File: src/rtl/aq_spsram_1024x16_arb_pkg.sv
// Shared types for the 1024x16 single-port SRAM arbiter.
// Holds the sweep FSM encoding and the macro idle levels.
package aq_spsram_1024x16_arb_pkg;

  typedef enum logic [1:0] {
    ST_WAIT = 2'd0,
    ST_INIT = 2'd1,
    ST_RUN  = 2'd2
  } state_t;

  // Macro controls are active-low; these are the idle levels.
  localparam logic CEN_IDLE  = 1'b1;
  localparam logic GWEN_IDLE = 1'b1;
  localparam logic WEN_IDLE  = 1'b1;

  localparam int CNT_W = 4;

endpackage

File: src/rtl/aq_spsram_arb_2p.sv
// Two-request fixed-priority arbiter with port-1 starvation guard.
// Ports: CLK/RST, en (serving), clr, p0/p1 req in, p0/p1 gnt out.
module aq_spsram_arb_2p
  import aq_spsram_1024x16_arb_pkg::*;
#(
  parameter int STARVE_MAX = 4
) (
  input  logic CLK,
  input  logic RST,
  input  logic en,
  input  logic clr,
  input  logic p0_req,
  input  logic p1_req,
  output logic p0_gnt,
  output logic p1_gnt
);

  localparam logic [CNT_W-1:0] SMAX =
    CNT_W'(STARVE_MAX);

  logic [CNT_W-1:0] cnt;
  logic             frc;

  always_comb begin
    frc    = (cnt == SMAX) & p1_req;
    p1_gnt = en & p1_req & (~p0_req | frc);
    p0_gnt = en & p0_req & ~p1_gnt;
  end

  // Counts consecutive port-1 losses; any gap
  // in port-1 demand restarts the count.
  always_ff @(posedge CLK or posedge RST) begin
    if (RST) begin
      cnt <= '0;
    end else if (!en || clr || !p1_req || p1_gnt) begin
      cnt <= '0;
    end else if (cnt != SMAX) begin
      cnt <= cnt + 1'b1;
    end
  end

endmodule

File: src/rtl/aq_spsram_1024x16_arb.sv
// Zero-fill sweep and two-port arbiter for a 1024x16 SP SRAM.
// Ports: p0/p1 request buses, rdata/rvld, clr_req, sram_* macro pins.
module aq_spsram_1024x16_arb
  import aq_spsram_1024x16_arb_pkg::*;
#(
  parameter int ADDR_WIDTH = 10,
  parameter int DATA_WIDTH = 16,
  parameter int STARVE_MAX = 4
) (
  input  logic                  CLK,
  input  logic                  RST,
  input  logic                  p0_req,
  input  logic                  p0_we,
  input  logic [ADDR_WIDTH-1:0] p0_addr,
  input  logic [DATA_WIDTH-1:0] p0_wdata,
  input  logic [DATA_WIDTH-1:0] p0_wmask,
  output logic                  p0_gnt,
  output logic                  p0_rvld,
  input  logic                  p1_req,
  input  logic                  p1_we,
  input  logic [ADDR_WIDTH-1:0] p1_addr,
  input  logic [DATA_WIDTH-1:0] p1_wdata,
  input  logic [DATA_WIDTH-1:0] p1_wmask,
  output logic                  p1_gnt,
  output logic                  p1_rvld,
  output logic [DATA_WIDTH-1:0] rdata,
  input  logic                  clr_req,
  output logic                  init_done,
  output logic [ADDR_WIDTH-1:0] sram_a,
  output logic                  sram_cen,
  output logic                  sram_gwen,
  output logic [DATA_WIDTH-1:0] sram_wen,
  output logic [DATA_WIDTH-1:0] sram_d,
  input  logic [DATA_WIDTH-1:0] sram_q
);

  localparam logic [ADDR_WIDTH-1:0] A_MAX = '1;

  state_t                state;
  state_t                nxt;
  logic [ADDR_WIDTH-1:0] cnt;
  logic [ADDR_WIDTH-1:0] a_q;
  logic [DATA_WIDTH-1:0] d_q;
  logic                  run;
  logic                  p0_rvld_q;
  logic                  p1_rvld_q;

  assign run = (state == ST_RUN);

  aq_spsram_arb_2p #(
    .STARVE_MAX (STARVE_MAX)
  ) u_arb (
    .CLK    (CLK),
    .RST    (RST),
    .en     (run),
    .clr    (clr_req),
    .p0_req (p0_req),
    .p1_req (p1_req),
    .p0_gnt (p0_gnt),
    .p1_gnt (p1_gnt)
  );

  always_comb begin
    nxt       = state;
    init_done = 1'b0;
    sram_cen  = CEN_IDLE;
    sram_gwen = GWEN_IDLE;
    sram_wen  = {DATA_WIDTH{WEN_IDLE}};
    sram_a    = a_q;
    sram_d    = d_q;
    case (state)
      ST_WAIT: nxt = ST_INIT;
      ST_INIT: begin
        sram_cen  = 1'b0;
        sram_gwen = 1'b0;
        sram_wen  = '0;
        sram_a    = cnt;
        sram_d    = '0;
        if (cnt == A_MAX) nxt = ST_RUN;
      end
      ST_RUN: begin
        init_done = 1'b1;
        if (clr_req) nxt = ST_INIT;
        unique case (1'b1)
          p1_gnt: begin
            sram_cen  = 1'b0;
            sram_a    = p1_addr;
            sram_d    = p1_wdata;
            sram_gwen = ~p1_we;
            if (p1_we) sram_wen = ~p1_wmask;
          end
          p0_gnt: begin
            sram_cen  = 1'b0;
            sram_a    = p0_addr;
            sram_d    = p0_wdata;
            sram_gwen = ~p0_we;
            if (p0_we) sram_wen = ~p0_wmask;
          end
          default: ;
        endcase
      end
      default: nxt = ST_WAIT;
    endcase
  end

  always_ff @(posedge CLK or posedge RST) begin
    if (RST) begin
      state <= ST_WAIT;
      cnt   <= '0;
    end else begin
      state <= nxt;
      if (state == ST_INIT && cnt != A_MAX)
        cnt <= cnt + 1'b1;
      else
        cnt <= '0;
    end
  end

  // Address/data hold their last driven value
  // on idle cycles.
  always_ff @(posedge CLK or posedge RST) begin
    if (RST) begin
      a_q <= '0;
      d_q <= '0;
    end else if (!sram_cen) begin
      a_q <= sram_a;
      d_q <= sram_d;
    end
  end

  always_ff @(posedge CLK or posedge RST) begin
    if (RST) begin
      p0_rvld_q <= 1'b0;
      p1_rvld_q <= 1'b0;
    end else begin
      p0_rvld_q <= p0_gnt & ~p0_we;
      p1_rvld_q <= p1_gnt & ~p1_we;
    end
  end

  assign p0_rvld = p0_rvld_q;
  assign p1_rvld = p1_rvld_q;
  assign rdata   = sram_q;

endmodule

File: config.mk
export PLATFORM = sky130hd
export DESIGN_NAME = aq_spsram_1024x16_arb
export DESIGN_NICKNAME = d
export VERILOG_FILES = /design/src/rtl/aq_spsram_1024x16_arb_pkg.sv /design/src/rtl/aq_spsram_arb_2p.sv /design/src/rtl/aq_spsram_1024x16_arb.sv
export SDC_FILE = /design/constraint.sdc
export NUM_CORES = 1
export LEC_CHECK = 0
export ABC_AREA = 1
export ABC_CLOCK_PERIOD_IN_PS = 5200
export BUFFER_PORTS_ARGS = -buffer_cell sky130_fd_sc_hd__buf_4
export CORE_MARGIN = 2
export CORE_UTILIZATION = 51
export CTS_CLUSTER_SIZE = 16
export DETAILED_ROUTE_END_ITERATION = 8
export PLACE_DENSITY_LB_ADDON = 0.08
export REMOVE_ABC_BUFFERS = 1
export SLEW_MARGIN = 20
export SYNTH_ARGS = -nofsm -noshare
export SYNTH_HDL_FRONTEND = slang
export SYNTH_SLANG_ARGS = --single-unit
File: constraint.sdc
create_clock -name CLK -period 5.2 [get_ports CLK]
set_input_delay 0.78 -clock CLK [delete_from_list [all_inputs] [get_ports CLK]]
set_output_delay 0.78 -clock CLK [all_outputs]
set_load 0.01 [all_outputs]
==> metrics.log <==
INFO  metric run_status = complete, no violations
INFO  metric critical_path_buf_inv_count = 4
INFO  metric flow.area_growth_from_synthesis = 28.24%
INFO  metric fmaxAchievable = 269.3 MHz
INFO  metric detail_route.wirelength = 10060 microns
INFO  metric drc = 0
INFO  metric clock_sinks = 44
INFO  metric die_wd = 86.74 microns
INFO  metric setup_repair_after_global_routing_missed_its_margin = false
INFO  metric critical-path-slowest-cell = sky130_fd_sc_hd__ha_1
INFO  metric filler_cell_count = 647
INFO  metric setup_viol = 0
INFO  metric met3_length = 820 microns
INFO  metric grt_antenna_before_repair = 0
INFO  metric critical_path.cell_chain = inv_1 > ha_1 > nand2_1 > inv_1 > nand2_2 > inv_2 > nand3_1 > nand3_1 > nand2_1 > buf_4
INFO  metric yosysSeqAreaShare = 0.3154
INFO  metric finalInstanceArea = 4477 sq um
INFO  metric worst_ir_drop_vdd = 0.0001475 V
INFO  metric timing.slew.headroom = 0.3910
INFO  metric top_layer = met4
INFO  metric cts_htree_levels = 2
INFO  metric maxCapViolations = 0
INFO  metric post_drt_via_cell_ratio = 5.174
INFO  metric timing.critical_path.max_delay_family = buffers and inverters
INFO  metric timing_max_transition_violations_final = 0
INFO  metric dpl_cell_area = 4350 sq um
INFO  metric timing_hold_violations_final = 0
INFO  metric clock_insertion_delay_worst_skew = 0.30 ns
INFO  metric clk_pin_slew_worst_paths = 0.08 ns
INFO  metric pin_count = 172
INFO  metric layout-drive-gt1-share = 0.2673
INFO  metric synth.largest_area_cell = sky130_fd_sc_hd__dfrtp_1
INFO  metric multiInputGateArea = 1911 sq um
INFO  metric worst_ep_arrival_time = 2.93 ns
INFO  metric die_h = 86.74 microns
INFO  metric detailedPlacementHpwl = 7502 microns
INFO  metric clock-root-buffer = sky130_fd_sc_hd__clkbuf_8
INFO  metric synthesis.area_per_instance = 6.382 sq um
INFO  metric post-cts-setup-buffers = 0
INFO  metric syn_area = 3491 sq um
INFO  metric fin_worst_skew = 0.003197 ns
INFO  metric yosys_warnings = 0
INFO  metric synth.top_cell.area_share = 0.3154
INFO  metric type_of_the_tightest_min_delay_check = reg2reg
INFO  metric seqCellArea = 1101 sq um
INFO  metric grt_start_max_net_pins = 45
INFO  metric crit_path_max_fanout = 33
INFO  metric total_leakage_power = 2.612 nW
INFO  metric detail_route.wl_per_cell = 13.76 microns
INFO  metric power_density = 154.9 nW/um^2
INFO  metric grt_pass1_vias = 3473
INFO  metric synthCells = 547
INFO  metric row_count = 30
INFO  metric holdBufCountCts = 0
INFO  metric placement.io_buffers = 139
INFO  metric number_of_buffers_created_by_cts = 5
INFO  metric gp_congestion = 0.8157
INFO  metric antenna_nets_post_route = 0
INFO  metric layout.cells.most_common = sky130_fd_sc_hd__nand2_1
INFO  metric worstSetupPathType = reg2out
INFO  metric clock_path_buffers = 2
INFO  metric drt_first_pass_iters = 5
INFO  metric place_ws = 1.834 ns
INFO  metric most-common-layout-cells = sky130_fd_sc_hd__nand2_1, sky130_fd_sc_hd__buf_4, sky130_fd_sc_hd__nand3_1
INFO  metric cts_tree = done
INFO  metric routedLengthMet1 = 4221 microns
INFO  metric grt_util_all_layers = 0.2686
INFO  metric post_route_clock_period_utilization = 0.7141
INFO  metric antennaDiodeCount = 0
INFO  metric routed-via-count = 3782
INFO  metric floorplan.initialDensity = 0.5196
INFO  metric design.final.nets = 765
INFO  metric synth.ff_latch_count = 44
INFO  metric design_power_total = 0.0006933 W
INFO  metric critPathRequiredTime = 4.42 ns
INFO  metric setup.worst_path.start_class = flip-flop
INFO  metric detail_route.iter0.violations = 123
INFO  metric layout_min_cycle_time = 3.713 ns
INFO  metric gr-total-overflow = 0
INFO  metric detailroute.wirelength.met2 = 4944 microns
INFO  metric crit_path_end_kind = primary output
INFO  metric first_pass_grt_wire_length = 16210 microns
INFO  metric timing.final.ws_setup = 1.487 ns
INFO  metric die-area = 7523 sq um
INFO  metric floorplan.core_area = 6719 sq um
INFO  metric post_cts_resize_count = 0
INFO  metric cp_slowest_stage_delay = 0.54 ns
INFO  metric yosys.cell_types.count = 31
INFO  metric fin_setup_tns = 0 ns
INFO  metric slew_at_the_pin_closest_to_its_max_slew_limit = 0.9121 ns
INFO  metric synth_top_cells_by_area = sky130_fd_sc_hd__dfrtp_1, sky130_fd_sc_hd__nand2_1, sky130_fd_sc_hd__nand3_1, sky130_fd_sc_hd__buf_4, sky130_fd_sc_hd__inv_1
cell usage after synthesis:
master and count:
sky130_fd_sc_hd__a21boi_0 7, sky130_fd_sc_hd__a21boi_1 3, sky130_fd_sc_hd__a21oi_1 14, sky130_fd_sc_hd__buf_2 11, sky130_fd_sc_hd__buf_4 21, sky130_fd_sc_hd__buf_6 5, sky130_fd_sc_hd__clkbuf_1 8, sky130_fd_sc_hd__clkinv_1 1
sky130_fd_sc_hd__clkinv_2 1, sky130_fd_sc_hd__dfrtp_1 44, sky130_fd_sc_hd__ha_1 8, sky130_fd_sc_hd__inv_1 42, sky130_fd_sc_hd__inv_2 2, sky130_fd_sc_hd__inv_4 1, sky130_fd_sc_hd__nand2_1 237, sky130_fd_sc_hd__nand2_2 4
sky130_fd_sc_hd__nand2_4 1, sky130_fd_sc_hd__nand3_1 85, sky130_fd_sc_hd__nand3b_1 1, sky130_fd_sc_hd__nor2_1 12, sky130_fd_sc_hd__nor2_2 1, sky130_fd_sc_hd__nor2_4 1, sky130_fd_sc_hd__nor3_1 3, sky130_fd_sc_hd__nor3b_1 4
sky130_fd_sc_hd__o21ai_0 14, sky130_fd_sc_hd__o21ai_2 1, sky130_fd_sc_hd__o21ai_4 2, sky130_fd_sc_hd__o21bai_1 1, sky130_fd_sc_hd__or2_2 10, sky130_fd_sc_hd__xnor2_1 1, sky130_fd_sc_hd__xor2_1 1
through the flow:
step	hold slack [ns]	util	instances
finish	0.4822	0.6663	731
global placement	0.4614	0.6475	723
floorplan	0.4494	-	502
detailed placement	0.4652	0.6475	723
CTS	0.4872	0.6663	731
global route	0.5060	0.6663	731
state kept, by name, summed over array words and instances (netlist names):
| register | count |
|---|---|
| d_q | 16 |
| a_q | 10 |
| cnt | 10 |
| u_arb.cnt | 4 |
| state | 2 |
| p0_rvld | 1 |
| p1_rvld | 1 |
worst min-delay path: stages, from the launching register on:
cell and delay [ns]:
sky130_fd_sc_hd__dfrtp_1 0.35, sky130_fd_sc_hd__nand2_1 0.05, sky130_fd_sc_hd__nand2_1 0.05
cells by family (layout without fill, tap and decap cells):
| logic type | count (synthesis) | after routing | share of synthesized area |
|---|---|---|---|
| xor gates and xnor gates | 2 | 2 | 0.005019 |
| AOI/OAI and AO/OA | 42 | 42 | 0.07563 |
| and+or+nand+nor | 359 | 359 | 0.4380 |
| adders and majority gates | 8 | 8 | 0.02867 |
| DFF | 44 | 44 | 0.3154 |
| buffers and inverters | 92 | 196 | 0.1373 |
cell type report:
class                      count  area share
clock buffer                   7     0.02152
clock inverter                 1    0.006708
inverter                      47     0.04025
multi-input combinational    411      0.4268
sequential                    44      0.2459
tap                           80     0.02236
timing repair buffer         141      0.2364
power by group:
group | internal (W) | switching, W | total [W] | leakage (nW)
Clock | 0.000170 | 0.000117 | 0.000287 | 0.0645
Sequential | 0.000342 | 0 | 0.000342 | 0.577
Combinational | 0.0000425 | 0.0000223 | 0.0000648 | 1.97
final timing paths:
check,startpoint,end,slack (ns),depth (start not counted)
worst max-delay path,state[0],sram_wen[4],1.49,10
worst min-delay path,d_q[5],d_q[5],0.48,2
worst max register to register,state[0],a_q[8],2.39,10
worst min register to register,d_q[5],d_q[5],0.48,2
max in group asynchronous,RST,p0_rvld,3.95,2
min in group asynchronous,RST,d_q[12],0.68,2
layer usage:
layer	global-route usage	up-vias
met1	0.3402	1720
met4	0.04688	0
met3	0.06381	10
met2	0.4720	147
li1	-	1905
met5	0	-
No activity file was read; power rests on OpenSTA's default activity.
